### src/rtl/uart_bist_pkg.sv
// Shared types and constants for the UART loopback built-in self-test.
package uart_bist_pkg;

  localparam int unsigned BYTE_W = 8;

  typedef enum logic [2:0] {
    IDLE,
    SEND,
    WAIT,
    CHECK,
    NEXT,
    FINISH
  } bist_state_t;

  typedef enum logic {
    INCR = 1'b0,
    LFSR = 1'b1
  } bist_mode_t;

  localparam logic [BYTE_W-1:0] LFSR_TAPS     = 8'hB8;
  localparam logic [BYTE_W-1:0] LFSR_ZERO_SUB = 8'h01;

  // One step of the right-shifting Galois LFSR (x^8+x^6+x^5+x^4+1).
  function automatic logic [BYTE_W-1:0] lfsr_step(input logic [BYTE_W-1:0] v);
    return v[0] ? ((v >> 1) ^ LFSR_TAPS) : (v >> 1);
  endfunction

endpackage

### src/rtl/uart_bist_pattern.sv
// Expected-byte generator: loads a seed, then steps an incrementing or LFSR sequence.
module uart_bist_pattern
  import uart_bist_pkg::*;
(
  input  logic              clk,
  input  logic              nReset,
  input  logic              load,
  input  logic              advance,
  input  bist_mode_t        mode,
  input  logic [BYTE_W-1:0] seed,
  output logic [BYTE_W-1:0] expected
);

  bist_mode_t mode_q;

  // An all-zero seed would lock the LFSR, so it is replaced on load.
  always_ff @(posedge clk) begin
    if (!nReset) begin
      expected <= '0;
      mode_q   <= INCR;
    end else if (load) begin
      mode_q   <= mode;
      expected <= (mode == LFSR && seed == '0) ? LFSR_ZERO_SUB : seed;
    end else if (advance) begin
      expected <= (mode_q == LFSR) ? lfsr_step(expected) : expected + BYTE_W'(1);
    end
  end

endmodule

### src/rtl/uart_loopback_bist.sv
// BIST controller for the UART loopback path: sends a byte pattern, checks the echo,
// and reports pass / error count / timeout per run.
module uart_loopback_bist
  import uart_bist_pkg::*;
#(
  parameter int unsigned CNT_W          = 8,
  parameter int unsigned TIMEOUT_CYCLES = 4096
) (
  input  logic              clk,
  input  logic              nReset,
  input  logic              start,
  input  logic              mode,
  input  logic [BYTE_W-1:0] seed,
  input  logic [CNT_W-1:0]  numBytes,
  output logic [BYTE_W-1:0] data_tx,
  output logic              valid,
  input  logic              busy,
  input  logic              done_tx,
  input  logic [BYTE_W-1:0] data_rx,
  input  logic              done_rx,
  input  logic              err,
  output logic              active,
  output logic              done,
  output logic              pass,
  output logic [CNT_W-1:0]  errCount,
  output logic              timeout
);

  localparam int unsigned      TO_W    = (TIMEOUT_CYCLES > 1) ? $clog2(TIMEOUT_CYCLES) : 1;
  localparam logic [TO_W-1:0]  TO_LAST = TO_W'(TIMEOUT_CYCLES - 1);
  localparam logic [CNT_W-1:0] CNT_MAX = '1;

  bist_state_t       state, state_d;
  logic [CNT_W-1:0]  remaining_q, remaining_d;
  logic [TO_W-1:0]   to_cnt_q, to_cnt_d;
  logic              tx_seen_q, tx_seen_d;
  logic [BYTE_W-1:0] rx_data_q, rx_data_d;
  logic              rx_err_q, rx_err_d;
  logic              valid_d, active_d, done_d, pass_d, timeout_d;
  logic [CNT_W-1:0]  err_cnt_d;
  logic              load_c, advance_c;

  uart_bist_pattern u_pattern (
    .clk      (clk),
    .nReset   (nReset),
    .load     (load_c),
    .advance  (advance_c),
    .mode     (bist_mode_t'(mode)),
    .seed     (seed),
    .expected (data_tx)
  );

  always_ff @(posedge clk) begin
    if (!nReset) begin
      state       <= IDLE;
      remaining_q <= '0;
      to_cnt_q    <= '0;
      tx_seen_q   <= 1'b0;
      rx_data_q   <= '0;
      rx_err_q    <= 1'b0;
      valid       <= 1'b0;
      active      <= 1'b0;
      done        <= 1'b0;
      pass        <= 1'b0;
      errCount    <= '0;
      timeout     <= 1'b0;
    end else begin
      state       <= state_d;
      remaining_q <= remaining_d;
      to_cnt_q    <= to_cnt_d;
      tx_seen_q   <= tx_seen_d;
      rx_data_q   <= rx_data_d;
      rx_err_q    <= rx_err_d;
      valid       <= valid_d;
      active      <= active_d;
      done        <= done_d;
      pass        <= pass_d;
      errCount    <= err_cnt_d;
      timeout     <= timeout_d;
    end
  end

  // Next-state and registered-output logic.
  always_comb begin
    state_d     = state;
    remaining_d = remaining_q;
    to_cnt_d    = to_cnt_q;
    tx_seen_d   = tx_seen_q;
    rx_data_d   = rx_data_q;
    rx_err_d    = rx_err_q;
    valid_d     = valid;
    active_d    = active;
    done_d      = 1'b0;
    pass_d      = pass;
    err_cnt_d   = errCount;
    timeout_d   = timeout;
    load_c      = 1'b0;
    advance_c   = 1'b0;

    unique case (state)
      IDLE: begin
        if (start) begin
          load_c      = 1'b1;
          remaining_d = (numBytes == '0) ? CNT_W'(1) : numBytes;
          err_cnt_d   = '0;
          pass_d      = 1'b0;
          timeout_d   = 1'b0;
          tx_seen_d   = 1'b0;
          valid_d     = 1'b1;
          active_d    = 1'b1;
          state_d     = SEND;
        end
      end
      SEND: begin
        if (done_tx) tx_seen_d = 1'b1;
        if (busy) begin
          valid_d  = 1'b0;
          to_cnt_d = '0;
          state_d  = WAIT;
        end
      end
      WAIT: begin
        if (done_tx) tx_seen_d = 1'b1;
        if (done_rx) begin
          rx_data_d = data_rx;
          rx_err_d  = err;
          state_d   = CHECK;
        end else if (to_cnt_q == TO_LAST) begin
          timeout_d = 1'b1;
          state_d   = FINISH;
        end else begin
          to_cnt_d = to_cnt_q + TO_W'(1);
        end
      end
      // The frame is only judged once the transmitter has also finished it.
      CHECK: begin
        if (tx_seen_q || done_tx) begin
          if ((rx_err_q || rx_data_q != data_tx) && errCount != CNT_MAX) begin
            err_cnt_d = errCount + CNT_W'(1);
          end
          state_d = NEXT;
        end
      end
      NEXT: begin
        remaining_d = remaining_q - CNT_W'(1);
        if (remaining_q == CNT_W'(1)) begin
          state_d = FINISH;
        end else begin
          advance_c = 1'b1;
          tx_seen_d = 1'b0;
          valid_d   = 1'b1;
          state_d   = SEND;
        end
      end
      FINISH: begin
        pass_d   = (errCount == '0) && !timeout;
        done_d   = 1'b1;
        active_d = 1'b0;
        state_d  = IDLE;
      end
      default: state_d = IDLE;
    endcase
  end

endmodule

### config.mk
export PLATFORM = sky130hd
export DESIGN_NAME = uart_loopback_bist
export DESIGN_NICKNAME = d
export VERILOG_FILES = /design/src/rtl/uart_bist_pkg.sv /design/src/rtl/uart_bist_pattern.sv /design/src/rtl/uart_loopback_bist.sv
export SDC_FILE = /design/constraint.sdc
export NUM_CORES = 1
export LEC_CHECK = 0
export ABC_AREA = 0
export BUFFER_PORTS_ARGS = -buffer_cell sky130_fd_sc_hd__buf_2
export CORE_ASPECT_RATIO = 1.2
export CORE_MARGIN = 1
export CORE_UTILIZATION = 56
export DETAILED_ROUTE_END_ITERATION = 16
export PLACE_DENSITY = 0.88
export SYNTH_ARGS = -nofsm -noshare
export SYNTH_HDL_FRONTEND = slang
export SYNTH_SLANG_ARGS = --single-unit
### constraint.sdc
create_clock -name clk -period 2.67 [get_ports clk]
set_input_delay 0.534 -clock clk [delete_from_list [all_inputs] [get_ports clk]]
set_output_delay 0.534 -clock clk [all_outputs]
set_load 0.005 [all_outputs]
==> metrics.md, run 1 <==
| Metric | Value |
|---|---|
| Class of the worst hold path | input port to flop |
| # diodes | 0 |
| Setup ws final | about 370 ps |
| Slowest cell on crit path | dfxtp_1 |
| Min cycle time layout | 2300 ps |
| Post-CTS Resized | 0 |
| Reg power frac | 47.9% |
| Total number of vias | between 2k and 3k |
| Cell Int Power | roughly 1400 µW |
| Final nets | ~470 |
| Worst slew pin tran | 666 ps |
| Row Count | 29 |
| CTS tree | done |
| Setup Slack @ Placement | 477 ps |
| DRT Pass-1 Iters | 4 |
| # IOs | 53 |
| Die span in x | ~70 µm |
| DR WL/cell | 14.8 µm |
| Yosys cell types | between 50 and 60 |
| Leading cell types in the layout, fill and taps excluded | dfxtp_1 (55), buf_2 (52), nand2_1 (47) |
| Asr flop ratio synth | 0% |
| Clk pwr share | 24.3% |
| Syn nets | about 430 |
| Area grow syn2layout | 12.9% |
| Final Setup Violations | 0 |
| Residual DRC count | 0 |
| Overall routing resource usage | 26.4% |
| DRT Wirelength | 7.38 mm |
| Peak VDD IR | slightly above 400 µV |
| First-pass GRT wire length | 12.8 mm |
| Initial DRC Count | around 170 |
| Clock Tree Root | clkbuf_8 |
| Pwr Density | 588 nW/µm² |
| Detailed-route vias per instance | 6.03 |
| Max_cap viols | 0 |
| Pin count of the biggest net entering global routing | 30 |
| Core area | around 5300 µm² |
| Share of cells above drive strength 1 | 17.7% |
| Setup TNS | 0 ps |
| Sw power | 690 µW |
| CP Capture Type | flop |
| Worst setup SP type | flop |
| Port Buf Inserts | 52 |
| Grt ovf | 0 |
| Leakage | 0.00138 µW |
| Fmax | 434 MHz |
| Relative slew slack | between 50% and 60% |
| Clock sink count | 55 |
| Cts hold-fix bufs | 0 |
| Status | complete, no violations |
| Clock latency on the worst-skew pair | 320 ps |
| Worst EP arrival | between 2000 and 3000 ps |
| Die Y-Extent | 83.7 µm |
| Hpwl dp | 5.21 mm |
| FF+latch count, synth | 55 |
| DP Area | 3410 µm² |
| Count of pins over their slew limit | 0 |
| Final Hold Fails | 0 |
| CP Class | flop to flop |
| Inserted Clock Buffers | 5 |
| R2R setup slack | 370 ps |
| CP required | 2940 ps |
| Fin crit share | 86.3% |
| Vias in the first global route | about 2.8k |
| Post-route cell area | 3510 µm² |
| Synthesized cell area | 3110 µm² |
| Max clock buf depth | 2 |
| Slowest stage delay, CP | 630 ps |
| Synth warn | 0 |
| Worst-path maximum fanout | 17 |
| DIE AREA | roughly 6000 µm² |
| Commonest non-fill, non-tap cell in the layout | dfxtp_1 |
| Post-synthesis cell count | 394 |
| Routability cong. | 0.876 |
| Final Skew | approximately 5.2 ps |
| Number of synthesized flops with an enable pin | 0 |
| H-tree Lvls | 2 |
| Sw Share | approximately a third |
| Avg Cell Area, Syn | 7.90 µm² |
| Initial core utilization | between 50 and 60% |
| Comb pwr share | roughly 28% |
| CTS clk-pin slew, worst paths | around 90 ps |
| Post-CTS Setup Inserts | 0 |
| Antenna-violating nets left | 0 |
| Seq/Total Area, Yosys | 35.4% |
| Antenna violations before repair | 0 |
| CP cell instances | nor4bb_1 -> nand4_1 -> and2_1 -> nand2_1 -> o2111a_1 |
| RSZ-0062 raised after global routing | no |
| Final Power | 2070 µW |
| Synth Flop Type | dfxtp_1 |
-- routing by layer --
layer	routed length [µm]	GRT usage (%)	part of all wire, %
met3	381	4.95	5.2
met5	0	0	0
met4	193	11.8	2.6
met2	3460	43.4	47
met1	3350	33.3	45
-- Yosys cell counts, types with 2 or more instances --
cell type | count | area (µm²)
inv_1 | 11 | 41.3
a21o_1 | 2 | 15.0
nor2b_1 | 2 | 12.5
o311ai_0 | 7 | 61.3
a31oi_1 | 9 | 56.3
and3_1 | 6 | 37.5
xor2_1 | 10 | 87.6
xnor2_1 | 17 | 149
nor4_1 | 3 | 18.8
dfxtp_1 | 55 | 1100
a211oi_1 | 4 | 30.0
nor4b_1 | 2 | 17.5
buf_2 | 4 | 20.0
o22ai_1 | 3 | 18.8
o41ai_2 | 4 | 65.1
nor3_1 | 5 | 25.0
o21ai_0 | 20 | 100
clkbuf_1 | 23 | 86.3
nor2_1 | 34 | 128
nor3b_1 | 2 | 15.0
nand2b_1 | 6 | 37.5
and4_1 | 2 | 17.5
or3_1 | 3 | 18.8
nand4_1 | 10 | 62.6
or2_2 | 2 | 12.5
nand3_1 | 16 | 80.1
and2_1 | 9 | 56.3
o41ai_1 | 2 | 17.5
a21oi_1 | 31 | 155
a2111oi_1 | 2 | 20.0
mux2i_1 | 3 | 30.0
ha_1 | 6 | 75.1
o211ai_1 | 5 | 37.5
nand3b_1 | 6 | 45.0
nand2_1 | 47 | 176
-- path summary, 6_finish.rpt --
path / startpoint / to / depth (start not counted)
worst max-delay path: state[1] / state[2] / 5
worst min-delay path: data_rx[2] / rx_data_q[2] / 3
worst max register to register: state[1] / state[2] / 5
worst min register to register: rx_data_q[2] / rx_data_q[2] / 2
-- through the flow --
stage / utilization (%) / cells / hold WS (ps)
6_report: 65.9 / 497 / 448
5_1_grt: 65.9 / 497 / 449
4_1_cts: 65.9 / 497 / 448
3_5_place_dp: 64.0 / 489 / 461
3_3_place_gp: 64.0 / 489 / 450
2_1_floorplan: - / 394 / 446
-- critical path, delay by kind of cell, from the launching register on --
family             cells  cell delay [ps]
AOI/OAI and AO/OA      1              180
DFF                    1              630
and+or+nand+nor        4             1440
-- power groups by stage --
stage	clock [µW]	sequential, µW	combinational, µW
floorplan	0	951	443
global placement	0	1000	554
detailed placement	0	1010	567
CTS	513	987	571
global route	543	1000	637
finish	502	989	575
-- state kept, by name, summed over array words and instances (netlist names) --
name                count
rx_err_q                1
timeout                 1
rx_data_q               8
u_pattern.expected      8
active                  1
errCount                8
to_cnt_q               12
done                    1
u_pattern.mode_q        1
tx_seen_q               1
valid                   1
remaining_q             8
state                   3
pass                    1
-- cells by family (layout without fill, tap and decap cells) --
group           Yosys count  after routing  share of synthesized area [%]
compound gates          101            101                           22.3
xor+xnor                 27             27                           7.60
fa+ha+maj                 6              6                           2.41
buf+inv                  40             81                           4.98
flops                    55             55                           35.4
mux                       3              3                          0.965
simple gates            162            162                           26.4
-- area by class of cell --
class / count / area [µm²]
Fill cell: 447 / 1820
Timing Repair Buffer: 61 / 328
Sequential cell: 55 / 1100
Clock buffer: 8 / 100
Multi-Input combinational cell: 299 / 1860
Inverter: 12 / 45.0
Tap cell: 62 / 77.6
Note: power is estimated with default switching activity, not from simulation.
==> inputs of run 2 (changes only) <==
==> constraint.sdc (replaced) <==
create_clock -name clk -period 2.67 [get_ports clk]
set_input_delay 0.801 -clock clk [delete_from_list [all_inputs] [get_ports clk]]
set_output_delay 0.801 -clock clk [all_outputs]
set_load 0.005 [all_outputs]
==> metrics.md, run 2 (synthesized netlist as in run 1, its figures left out) <==
| Metric | Value |
|---|---|
| Status | complete, no violations |
| Pwr Density | 590 nW/µm² (+0.42%) |
| CP top delay family | simple AND/OR/NAND/NOR gates |
| Clock sink count | 55 (unchanged) |
| CP required | 2880 ps (-60 ps) |
| Slowest cell on crit path | dfxtp_1 |
| Row Count | 29 (unchanged) |
| Relative slew slack | 57.2% (+1.6 points) |
| Max FFs per register | 12 (unchanged) |
| Setup TNS | 0 ps (unchanged) |
| Grt ovf | 0 (unchanged) |
| Clock latency on the worst-skew pair | 320 ps (about the same) |
| Hold_sp | valid |
| Commonest non-fill, non-tap cell in the layout | dfxtp_1 |
| Detailed-route vias per instance | 6.05 (+0.30%) |
| Worst setup SP type | flop |
| Area grow syn2layout | 13.4% |
| CTS clk-pin slew, worst paths | 90 ps (about the same) |
| Worst-path maximum fanout | 17 (unchanged) |
| # IOs | 53 (unchanged) |
| Port Buf Inserts | 52 (unchanged) |
| Die span in x | 70.1 µm (unchanged) |
| CP Class | flop to flop |
| DR WL/cell | 14.8 µm (-0.63%) |
| Count of pins over their slew limit | 0 (unchanged) |
| Inserted Clock Buffers | 5 (unchanged) |
| Die Y-Extent | 83.7 µm (unchanged) |
| CP cell instances | or3b_1 -> a2111oi_1 -> nand4_1 -> xor2_1 -> nor2_1 |
| Initial core utilization | 58.4% (unchanged) |
| Final Skew | 7.58 ps (+2.35 ps) |
| Antenna violations before repair | 0 (unchanged) |
| Peak VDD IR | 276 µV (-32%) |
| CTS tree | done |
| Slowest stage delay, CP | 660 ps (+30 ps) |
| DRT Pass-1 Iters | 4 (unchanged) |
| Routability cong. | 0.871 (-0.55%) |
| CP Buf/Inv Count | 0 (unchanged) |
| Min cycle time layout | 2250 ps (-51.5 ps) |
| Hpwl dp | 5.25 mm (+0.67%) |
| DRT Wirelength | 7.36 mm (-0.23%) |
| H-tree Lvls | 2 (unchanged) |
| DIE AREA | 5860 µm² (unchanged) |
| Initial DRC Count | 278 (+66%) |
| Max_cap viols | 0 (unchanged) |
| Overall routing resource usage | 25.8% (-0.63 points) |
| Clock Tree Root | clkbuf_8 |
| Worst slew pin tran | 641 ps (-24.6 ps) |
| Core area | 5330 µm² (unchanged) |
| Total number of vias | 3020 (+0.70%) |
| Util after Layout | 66.2% (+0.28 points) |
| Residual DRC count | 0 (unchanged) |
| CP Capture Type | flop |
| Fin crit share | 84.4% (-1.9 points) |
| Worst EP arrival | 2470 ps (-100 ps) |
| Post-CTS Setup Inserts | 0 (unchanged) |
| RSZ-0062 raised after global routing | no |
| Fmax | 444 MHz (+2.3%) |
| Pin count of the biggest net entering global routing | 29 (-3.3%) |
| Final Hold Fails | 0 (unchanged) |
| Max clock buf depth | 2 (unchanged) |
| # diodes | 0 (unchanged) |
| Worst reg2reg path startpoint | state[1] |
| Leading cell types in the layout, fill and taps excluded | dfxtp_1 (55), buf_2 (52), nand2_1 (47) |
| Largest Register | to_cnt_q |
| Share of cells above drive strength 1 | 18.1% (+0.38 points) |
| First-pass GRT wire length | 12.5 mm (-2.4%) |
| Vias in the first global route | 2787 (-1.7%) |
| CP startpoint | state[1] |
| Cts hold-fix bufs | 0 (unchanged) |
| Final nets | 474 (+0.42%) |
| Final Setup Violations | 0 (unchanged) |
| Leakage | 0.00139 µW (+0.73%) |
| Antenna-violating nets left | 0 (unchanged) |
| Post-CTS Resized | 0 (unchanged) |
| Class of the worst hold path | flop to flop |
| Final Power | 2080 µW (+0.84%) |
## run 2: changes by cell type in the layout (fill, tap and decap cells not counted)
cell	previous run	this run
buf_4	9	11
## run 2: worst paths after layout
kind                               endpoint  slack [ps]  cells past startpoint
worst min-delay path                  valid         470                      2
worst min register to register        valid         470                      2
worst max-delay path            to_cnt_q[9]         420                      5
worst max register to register  to_cnt_q[9]         420                      5
## run 2: stage by stage
stage	worst slack (ps)	hold WS [ps]	instances	instance area, µm²
2_1_floorplan	490	446	394	3110
3_3_place_gp	284	450	491	3430
3_5_place_dp	208	462	491	3430
4_1_cts	470	483	499	3530
5_1_grt	224	508	499	3530
6_report	417	473	499	3530
## run 2: worst min-delay path, stage by stage, from the launching register on
cell and delay (ps):
dfxtp_1 330, nor2_1 50, nor2_1 70
## run 2: layout make-up
type / count / area (µm²)
Fill cell: 444 / 1800
Inverter: 12 / 45.0
Tap cell: 62 / 77.6
Timing Repair Buffer: 63 / 343
Sequential cell: 55 / 1100
Multi-Input combinational cell: 299 / 1860
Clock buffer: 8 / 100
## run 2: report_power, final
group / switching (µW) / total [µW] / internal (µW)
clock network: 271 / 509 / 237
logic: 324 / 582 / 259
registers: 108 / 992 / 884
total: 703 / 2080 / 1380
## run 2: routing by layer
layer	part of all wire, %	GRT usage [%]
met5	0	0
met4	1.2	7.09
met3	5.0	3.99
met2	49	44.5
met1	45	33.1
